**src/rtl/core_seq_ctrl.sv**
```systemverilog
`default_nettype none
// ============================================================================
// core_seq_ctrl : per-tile instruction sequencer for the PE array core
//   weight fetch/load, propagation gap, activation fetch/execute, psum drain
// Revision: 1.0
// ============================================================================
module core_seq_ctrl #(
  parameter int ROW      = 8,
  parameter int COL      = 8,
  parameter int ADDR_BW  = 11,
  parameter int PROP_GAP = ROW + COL
) (
  input  logic               clk,
  input  logic               reset,
  input  logic               start,
  input  logic [ADDR_BW-1:0] w_base,
  input  logic [ADDR_BW-1:0] x_base,
  input  logic [ADDR_BW-1:0] p_base,
  input  logic [ADDR_BW-1:0] num_act,
  input  logic               relu_en,
  input  logic               acc_en,
  input  logic               ofifo_valid,
  output logic [34:0]        inst,
  output logic               busy,
  output logic               done
);

  localparam logic [34:0]        c_IDLE_INST = 35'h1_800C_0000;
  localparam logic [ADDR_BW-1:0] c_COL       = ADDR_BW'(COL);
  localparam logic [ADDR_BW-1:0] c_COL_M1    = ADDR_BW'(COL - 1);
  localparam logic [ADDR_BW-1:0] c_GAP_M1    = ADDR_BW'(PROP_GAP - 1);

  typedef enum logic [2:0] {
    S_IDLE   = 3'd0,
    S_WFETCH = 3'd1,
    S_WLOAD  = 3'd2,
    S_WPROP  = 3'd3,
    S_XFETCH = 3'd4,
    S_EXEC   = 3'd5,
    S_DRAIN  = 3'd6,
    S_FIN    = 3'd7
  } state_t;

  state_t             r_state;
  logic [ADDR_BW-1:0] r_cnt;
  logic [ADDR_BW-1:0] r_w_base;
  logic [ADDR_BW-1:0] r_x_base;
  logic [ADDR_BW-1:0] r_p_base;
  logic [ADDR_BW-1:0] r_num;
  logic               r_relu;
  logic               r_acc;

  logic [ADDR_BW-1:0] w_num_eff;
  logic [ADDR_BW-1:0] w_num_m1;

  assign w_num_eff = (num_act == '0) ? ADDR_BW'(1) : num_act;
  assign w_num_m1  = r_num - ADDR_BW'(1);

  // SRAM read issued on idx < limit; l0_wr lags the read address by one cycle.
  function automatic logic [34:0] fetch_word(input logic [ADDR_BW-1:0] base,
                                             input logic [ADDR_BW-1:0] idx,
                                             input logic               rd_en,
                                             input logic               wr_en);
    logic [34:0] w;
    w = c_IDLE_INST;
    if (rd_en) begin
      w[19]   = 1'b0;
      w[17:7] = base + idx;
    end
    w[2] = wr_en;
    return w;
  endfunction

  function automatic logic [34:0] drain_word(input logic [ADDR_BW-1:0] addr,
                                             input logic               relu,
                                             input logic               acc);
    logic [34:0] w;
    w        = c_IDLE_INST;
    w[34]    = relu;
    w[33]    = acc;
    w[32]    = 1'b0;
    w[31]    = 1'b0;
    w[30:20] = addr;
    w[6]     = 1'b1;
    return w;
  endfunction

  always_ff @(posedge clk or negedge reset) begin
    if (!reset) begin
      r_state  <= S_IDLE;
      r_cnt    <= '0;
      r_w_base <= '0;
      r_x_base <= '0;
      r_p_base <= '0;
      r_num    <= '0;
      r_relu   <= 1'b0;
      r_acc    <= 1'b0;
      inst     <= c_IDLE_INST;
      busy     <= 1'b0;
      done     <= 1'b0;
    end else begin
      done <= 1'b0;
      case (r_state)
        S_IDLE: begin
          inst <= c_IDLE_INST;
          if (start) begin
            r_w_base <= w_base;
            r_x_base <= x_base;
            r_p_base <= p_base;
            r_num    <= w_num_eff;
            r_relu   <= relu_en;
            r_acc    <= acc_en;
            r_cnt    <= '0;
            busy     <= 1'b1;
            r_state  <= S_WFETCH;
          end
        end

        S_WFETCH: begin
          inst <= fetch_word(r_w_base, r_cnt, r_cnt != c_COL, r_cnt != '0);
          if (r_cnt == c_COL) begin
            r_cnt   <= '0;
            r_state <= S_WLOAD;
          end else begin
            r_cnt <= r_cnt + ADDR_BW'(1);
          end
        end

        S_WLOAD: begin
          inst <= c_IDLE_INST | 35'h0_0000_0009;
          if (r_cnt == c_COL_M1) begin
            r_cnt   <= '0;
            r_state <= S_WPROP;
          end else begin
            r_cnt <= r_cnt + ADDR_BW'(1);
          end
        end

        S_WPROP: begin
          inst <= c_IDLE_INST;
          if (r_cnt == c_GAP_M1) begin
            r_cnt   <= '0;
            r_state <= S_XFETCH;
          end else begin
            r_cnt <= r_cnt + ADDR_BW'(1);
          end
        end

        S_XFETCH: begin
          inst <= fetch_word(r_x_base, r_cnt, r_cnt != r_num, r_cnt != '0);
          if (r_cnt == r_num) begin
            r_cnt   <= '0;
            r_state <= S_EXEC;
          end else begin
            r_cnt <= r_cnt + ADDR_BW'(1);
          end
        end

        S_EXEC: begin
          inst <= c_IDLE_INST | 35'h0_0000_000A;
          if (r_cnt == w_num_m1) begin
            r_cnt   <= '0;
            r_state <= S_DRAIN;
          end else begin
            r_cnt <= r_cnt + ADDR_BW'(1);
          end
        end

        // The result index only advances on cycles where the FIFO offers data.
        S_DRAIN: begin
          if (ofifo_valid) begin
            inst <= drain_word(r_p_base + r_cnt, r_relu, r_acc);
            if (r_cnt == w_num_m1) begin
              r_cnt   <= '0;
              r_state <= S_FIN;
            end else begin
              r_cnt <= r_cnt + ADDR_BW'(1);
            end
          end else begin
            inst <= c_IDLE_INST;
          end
        end

        S_FIN: begin
          inst    <= c_IDLE_INST;
          done    <= 1'b1;
          busy    <= 1'b0;
          r_state <= S_IDLE;
        end

        default: begin
          inst    <= c_IDLE_INST;
          busy    <= 1'b0;
          r_cnt   <= '0;
          r_state <= S_IDLE;
        end
      endcase
    end
  end

endmodule
`default_nettype wire

```
**config.mk**
```make
export PLATFORM = sky130hd
export DESIGN_NAME = core_seq_ctrl
export DESIGN_NICKNAME = d
export VERILOG_FILES = /design/src/rtl/core_seq_ctrl.sv
export SDC_FILE = /design/constraint.sdc
export NUM_CORES = 1
export LEC_CHECK = 0
export CAP_MARGIN = 0
export CORE_ASPECT_RATIO = 1.75
export CORE_MARGIN = 2
export CORE_UTILIZATION = 40
export DETAILED_ROUTE_END_ITERATION = 10
export MAX_ROUTING_LAYER = met4
export SYNTH_ARGS = -nofsm -noshare
export SYNTH_HDL_FRONTEND = slang
export SYNTH_SLANG_ARGS = --single-unit
```
**constraint.sdc**
```tcl
create_clock -name clk -period 6.9 [get_ports clk]
set_input_delay 0.69 -clock clk [delete_from_list [all_inputs] [get_ports clk]]
set_output_delay 0.69 -clock clk [all_outputs]
set_load 0.01 [all_outputs]
```
== Yosys cells after proc, flatten, opt, wreduce, memory -nomap -nowiden ==
Cells that the tools add are included.

* Register bits: 97
* Word-level logic and storage cells: 75

* Add/sub/neg operators: 5
* Equality and inequality tests: 22
* Mux-type cells: 27
* Reductions and logical operators: 10

{| class="wikitable"
|+ Operators by type and width
! operator !! count
|-
| $pmux W35 S6 || 1
|-
| $mux W11 || 10
|-
| $pmux W11 S7 || 1
|-
| $mux W35 || 1
|-
| $add A11 B11 Y11 || 3
|-
| $mux W3 || 8
|-
| $pmux W3 S8 || 1
|-
| $eq A11 B11 Y1 || 2
|-
| $eq A11 B4 Y1 const B || 2
|-
| $ne A2 B2 Y1 const B || 8
|-
| $eq A3 B3 Y1 const B || 4
|-
| $add A11 B1 Y11 const B || 1
|-
| $eq A11 B3 Y1 const B || 1
|-
| $logic_not A11 Y1 || 1
|-
| $ne A11 B11 Y1 || 1
|-
| $ne A11 B4 Y1 const B || 1
|-
| $reduce_bool A11 Y1 || 1
|-
| $sub A11 B1 Y11 const B || 1
|-
| $reduce_and A8 Y1 || 1
|-
| $reduce_bool A7 Y1 || 1
|-
| $eq A3 B2 Y1 const B || 2
|-
| $mux W1 || 4
|-
| $reduce_and A2 Y1 || 2
|-
| $eq A3 B1 Y1 const B || 1
|-
| other kinds (5) || 5
|}

== Depth between registers and ports, before layout ==
* Depth in word-level cells: 5
* Mapped depth: 10

== Worst setup path before layout ==
Ideal clock, no wire load.

* Path type: flip-flop to flip-flop
* Start: register r_cnt[0]
* End: register inst[30]
* Arrival: 2.360 ns
* Data required time: 6.769 ns
* Path slack: 4.409 ns
* Cell stages (with the launch flop): 10
* Path buffers: 0
* Period minus slack after synthesis: 2.491 ns
* Cells stage by stage: dfrtp_1 -> ha_1 -> fa_1 -> a21oi_1 -> nor2b_1 -> or3_1 -> a2111oi_0 -> o41ai_1 -> xnor2_1 -> nor2_1

* Longest elaborated chain between the ends: 3

{| class="wikitable"
|+ Ends and longest elaborated chain
! what !! RTL line !! source
|-
| start, declared || 45 || <nowiki>logic [ADDR_BW-1:0] r_cnt;</nowiki>
|-
| start signal, assigned || 125 || <nowiki>r_cnt <= r_cnt + ADDR_BW'(1);</nowiki>
|-
| start signal, assigned || 135 || <nowiki>r_cnt <= r_cnt + ADDR_BW'(1);</nowiki>
|-
| start signal, assigned || 145 || <nowiki>r_cnt <= r_cnt + ADDR_BW'(1);</nowiki>
|-
| $add A11 B11 Y11 || 172 || <nowiki>inst <= drain_word(r_p_base + r_cnt, r_relu, r_acc);</nowiki>
|-
| $mux W35 || 171 || <nowiki>if (ofifo_valid) begin</nowiki>
|-
| $pmux W35 S6 || 103 || <nowiki>case (r_state)</nowiki>
|-
| end signal, assigned || 105 || <nowiki>inst <= c_IDLE_INST;</nowiki>
|-
| end signal, assigned || 172 ||
|-
| end signal, assigned || 180 || <nowiki>inst <= c_IDLE_INST;</nowiki>
|-
| end, declared || 23 || <nowiki>output logic [34:0] inst,</nowiki>
|}

No other way between the ends.
A chain may end at the register's enable or synchronous reset.

== Final worst setup path ==
Same ends and word-level chain as after synthesis.

==> summary by stage <==
Drt
The number of design-rule violations left by the first detailed-router iteration is 176. The routed length per placed instance is 16.63 um. The overall routed net length is 12530 um. The overall via count from detail_route is 3998.

The number of nets with antenna violations after detailed routing is 0. The via density per instance is 5.309. The number of detailed-routing iterations run before antenna repair is 4. After detailed routing, the number of remaining DRC violations is 0.

Setup path
The worst reg2reg path depth is 9. In this run the worst path has a maximum fanout of 7. The startpoint of the most critical register-to-register path is r_cnt[0].

The worst setup path is launched from a flop. On the worst path, the slowest cell contributes a delay of 0.52 ns. The endpoint of the worst register-to-register path is inst[30].

The critical path class is flop to flop. At the worst endpoint, the required time is 7.11 ns. Traced cell by cell, the critical path runs through ha_1 -> fa_1 -> a21oi_1 -> nor2b_1 -> or3_1 -> a2111oi_0 -> o41ai_1 -> xnor2_1 -> nor2_1. The slowest stage of the critical path belongs to the cell a2111oi_0.

The kind of capture point of the worst setup path is a flop. At the worst endpoint, the arrival time is 3.09 ns. The slack of the worst reg-to-reg path is 4.02 ns.

Clock tree
The clock tree buffer depth is 2. In this run, post-CTS hold repair placed 0 buffers. For the worst-skew pair, the clock arrives at the later sink with an insertion delay of 0.34 ns. In this run, post-CTS repair resized a total of 0 instances. In this run the post-CTS setup repair buffer count came out at 0. The CTS tree is done. Counting the buffers created by CTS gives 9. The deepest level of the CTS H-tree is 3.

The count of clock tree sinks is 93. The clock transition time at the flip-flop clock pins of the worst setup and hold paths is 0.07 ns. The cell sitting at the root of the clock tree is a clkbuf_16.

Die
87 I/O pins were placed. The overall die area is 0.01441 mm^2. The starting density of the core is 40.56%. From left edge to right edge, the die measures 91.60 um. The total core area is 0.01324 mm^2. The die outline height is 157.3 um. The floorplan has 56 rows.

Global route
The met1 usage is 20.06%. For this run, the total global-route usage over all layers was measured as 18.65%. The routing usage on met3 is 2.681%. In this run the most used layer during global routing was met2. The total congestion overflow after global routing is 0. The first-pass GRT wire length is 20340 um.

The pin count of the biggest net entering global routing is 66. The number of global-route vias before repair is 4096. The number of antenna violations at the first check in global routing is 0. Global routing used 34.98% of the available met2 tracks.

Synth
In the synthesized netlist the async set-or-reset flop fraction comes to 100.0%. The commonest cells after synthesis are dfrtp_1, mux2_2, ha_1. The average size of a mapped cell is 10.70 um^2.

The share of the Yosys chip area taken by registers is 43.37%. dfrtp_1 is the most common cell in the netlist. The cell area that synthesis handed to floorplanning was 0.005371 mm^2. Yosys mapped a number of flops with a built-in enable equal to 0. The synthesis-stage register bit count is 93. The count of synthesis-stage warnings from yosys is 0. Counting every instance in the synthesized netlist gives 502. The top cell type's share of synthesized area is 42.39%. The most instantiated flip-flop cell in the synthesis netlist is dfrtp_1. The synthesized design spends more area on one cell type than any other, namely dfrtp_1. Yosys attributes the largest share of cell area to dfrtp_1, mux2_2, ha_1, xor2_1, xnor2_1.

The count of unique library cells instantiated by Yosys is 61.

Final layout
The sequential cell area is 0.002330 mm^2. Fill cells in the final layout number 1199. Compared with the post-synthesis result, the final layout area differs by 23.29%. Cells fill 50.01% of the core in the end.

The antenna diode instance count is 0. The area taken by multi-input logic gates is 0.002856 mm^2. The fraction of final layout cells sized beyond drive strength 1 is 13.64%. For this run, the post-layout net count is 665.

STA
Headroom to the max-slew limit came out at 20.58%. Static timing analysis puts the maximum clock frequency at 347.8 MHz. The tightest hold path in the finished design has a slack of 0.2597 ns. Setup slack closes at 4.025 ns. Setup violations remaining at the end of the flow were counted as 0. The final critical path takes up 41.67% of the cycle. The final total negative setup slack is 0 ns. The hold violation count in the final report is 0. After layout, the minimum clock period comes to 2.875 ns. Setup repair after global routing left no endpoint under its margin. The number of slew-limit violations in the final report is 0.

The actual slew at the worst max-slew pin is 1.187 ns. The setup clock skew after layout is 0.005590 ns.

Power
The part of the total power dissipated in sequential elements is 49.9%. VDD sags by at most 0.0001118 V. The analysis attributes to cell leakage a power of 3.106 nW. The analysis attributes to net switching a power of 0.0002225 W. The total power per unit cell area is 165.0 mW/mm^2.

The proportion of power drawn by the clock network is 46.4%. The total design power is 0.001093 W. The logic gate share of total power is 3.7%. The fraction of power spent switching nets is 20.36%. The internal portion of the total power is 0.0008705 W.

Hold path
In this run the worst hold path is classified as input pin to async pin.

Placement
The total half-perimeter wirelength after legalization and detailed placement is 9380 um. OpenSTA, run right after detailed placement, puts the worst setup slack at 3.901 ns. At the end of routability-driven placement, the weighted congestion stood at 0.9443. The count of port buffers added during placement is 83.

Run
The tool flagged a number of max-cap violations equal to 0.

Status
The flow ran to the end, and the final reports show no timing, DRC or antenna violations.
critical path, delay by kind of cell (launching register included):
family	cells	cell delay, ns
xor gates and xnor gates	1	0.19
AOI/OAI and AO/OA	3	0.89
adders and majority gates	2	0.71
DFF	1	0.51
and+or+nand+nor	3	0.46
sequential cells by signal, indices dropped and copies added (netlist names):
| signal | cells |
|---|---|
| inst | 31 |
| r_cnt | 11 |
| r_num | 11 |
| r_p_base | 11 |
| r_w_base | 11 |
| r_x_base | 11 |
| r_state | 3 |
| busy | 1 |
| done | 1 |
| r_acc | 1 |
| r_relu | 1 |
power groups by stage:
stage | Sequential (W) | Clock, W | Combinational, W
after detailed placement | 0.000555 | 0 | 0.0000423
after CTS | 0.000545 | 0.000523 | 0.0000425
after global routing | 0.000545 | 0.000549 | 0.0000454
after global placement | 0.000555 | 0 | 0.0000420
after floorplan | 0.000556 | 0 | 0.00000284
final | 0.000545 | 0.000507 | 0.0000409
stage by stage:
step | std cells | instance area [um^2]
6_report | 753 | 6623
5_1_grt | 753 | 6623
4_1_cts | 753 | 6623
3_5_place_dp | 737 | 6311
3_3_place_gp | 737 | 6311
2_1_floorplan | 503 | 5375
metal layers:
metal	part of all wire, %	vias up
met5	0	-
met4	1.8	0
met3	2.4	12
met2	57	69
met1	38	1980
li1	-	1937
logic make-up after synthesis:
kind of cell / synth area share (%)
compound gates: 11.04
xor+xnor: 7.338
fa+ha+maj: 9.970
buf+inv: 3.564
flops: 43.37
mux: 10.20
other cells: 0.1398
simple gates: 14.37
how the worst max path moves through the flow:
stage                           to  slack [ns]        start  cells after the start
final                     inst[30]        4.02     r_cnt[0]                      9
after global routing      inst[30]        3.84     r_cnt[0]                      9
after CTS                 inst[30]        4.02     r_cnt[0]                      9
after detailed placement  r_cnt[8]        3.90  ofifo_valid                      6
after global placement    r_cnt[8]        3.95  ofifo_valid                      6
after floorplan           inst[30]        4.41     r_cnt[0]                      9
cell usage in the layout, fill, tap and decap left out, drive strengths merged, types with 4 or more instances in the layout:
cell type,instances
dfrtp,91
clkdlybuf4s50,82
mux2,46
ha,38
nor2,35
xor2,27
o21ai,26
a21oi,23
inv,19
xnor2,18
nor3,16
nand3,12
nand2,12
nor4,11
clkbuf,11
and3,9
o22ai,9
and2,6
or3,6
nor2b,5
or2,4
o21bai,4
nand2b,4
nand3b,4
a31oi,4
nor3b,4
final cells by class:
class / instances / area share [%]
multi-input combinational: 367 / 43.13
sequential: 93 / 35.18
timing repair buffer: 84 / 12.62
clock buffer: 11 / 3.816
tap: 174 / 3.287
inverter: 19 / 1.077
clock inverter: 5 / 0.8880
Power figures use the tool's default switching activity.
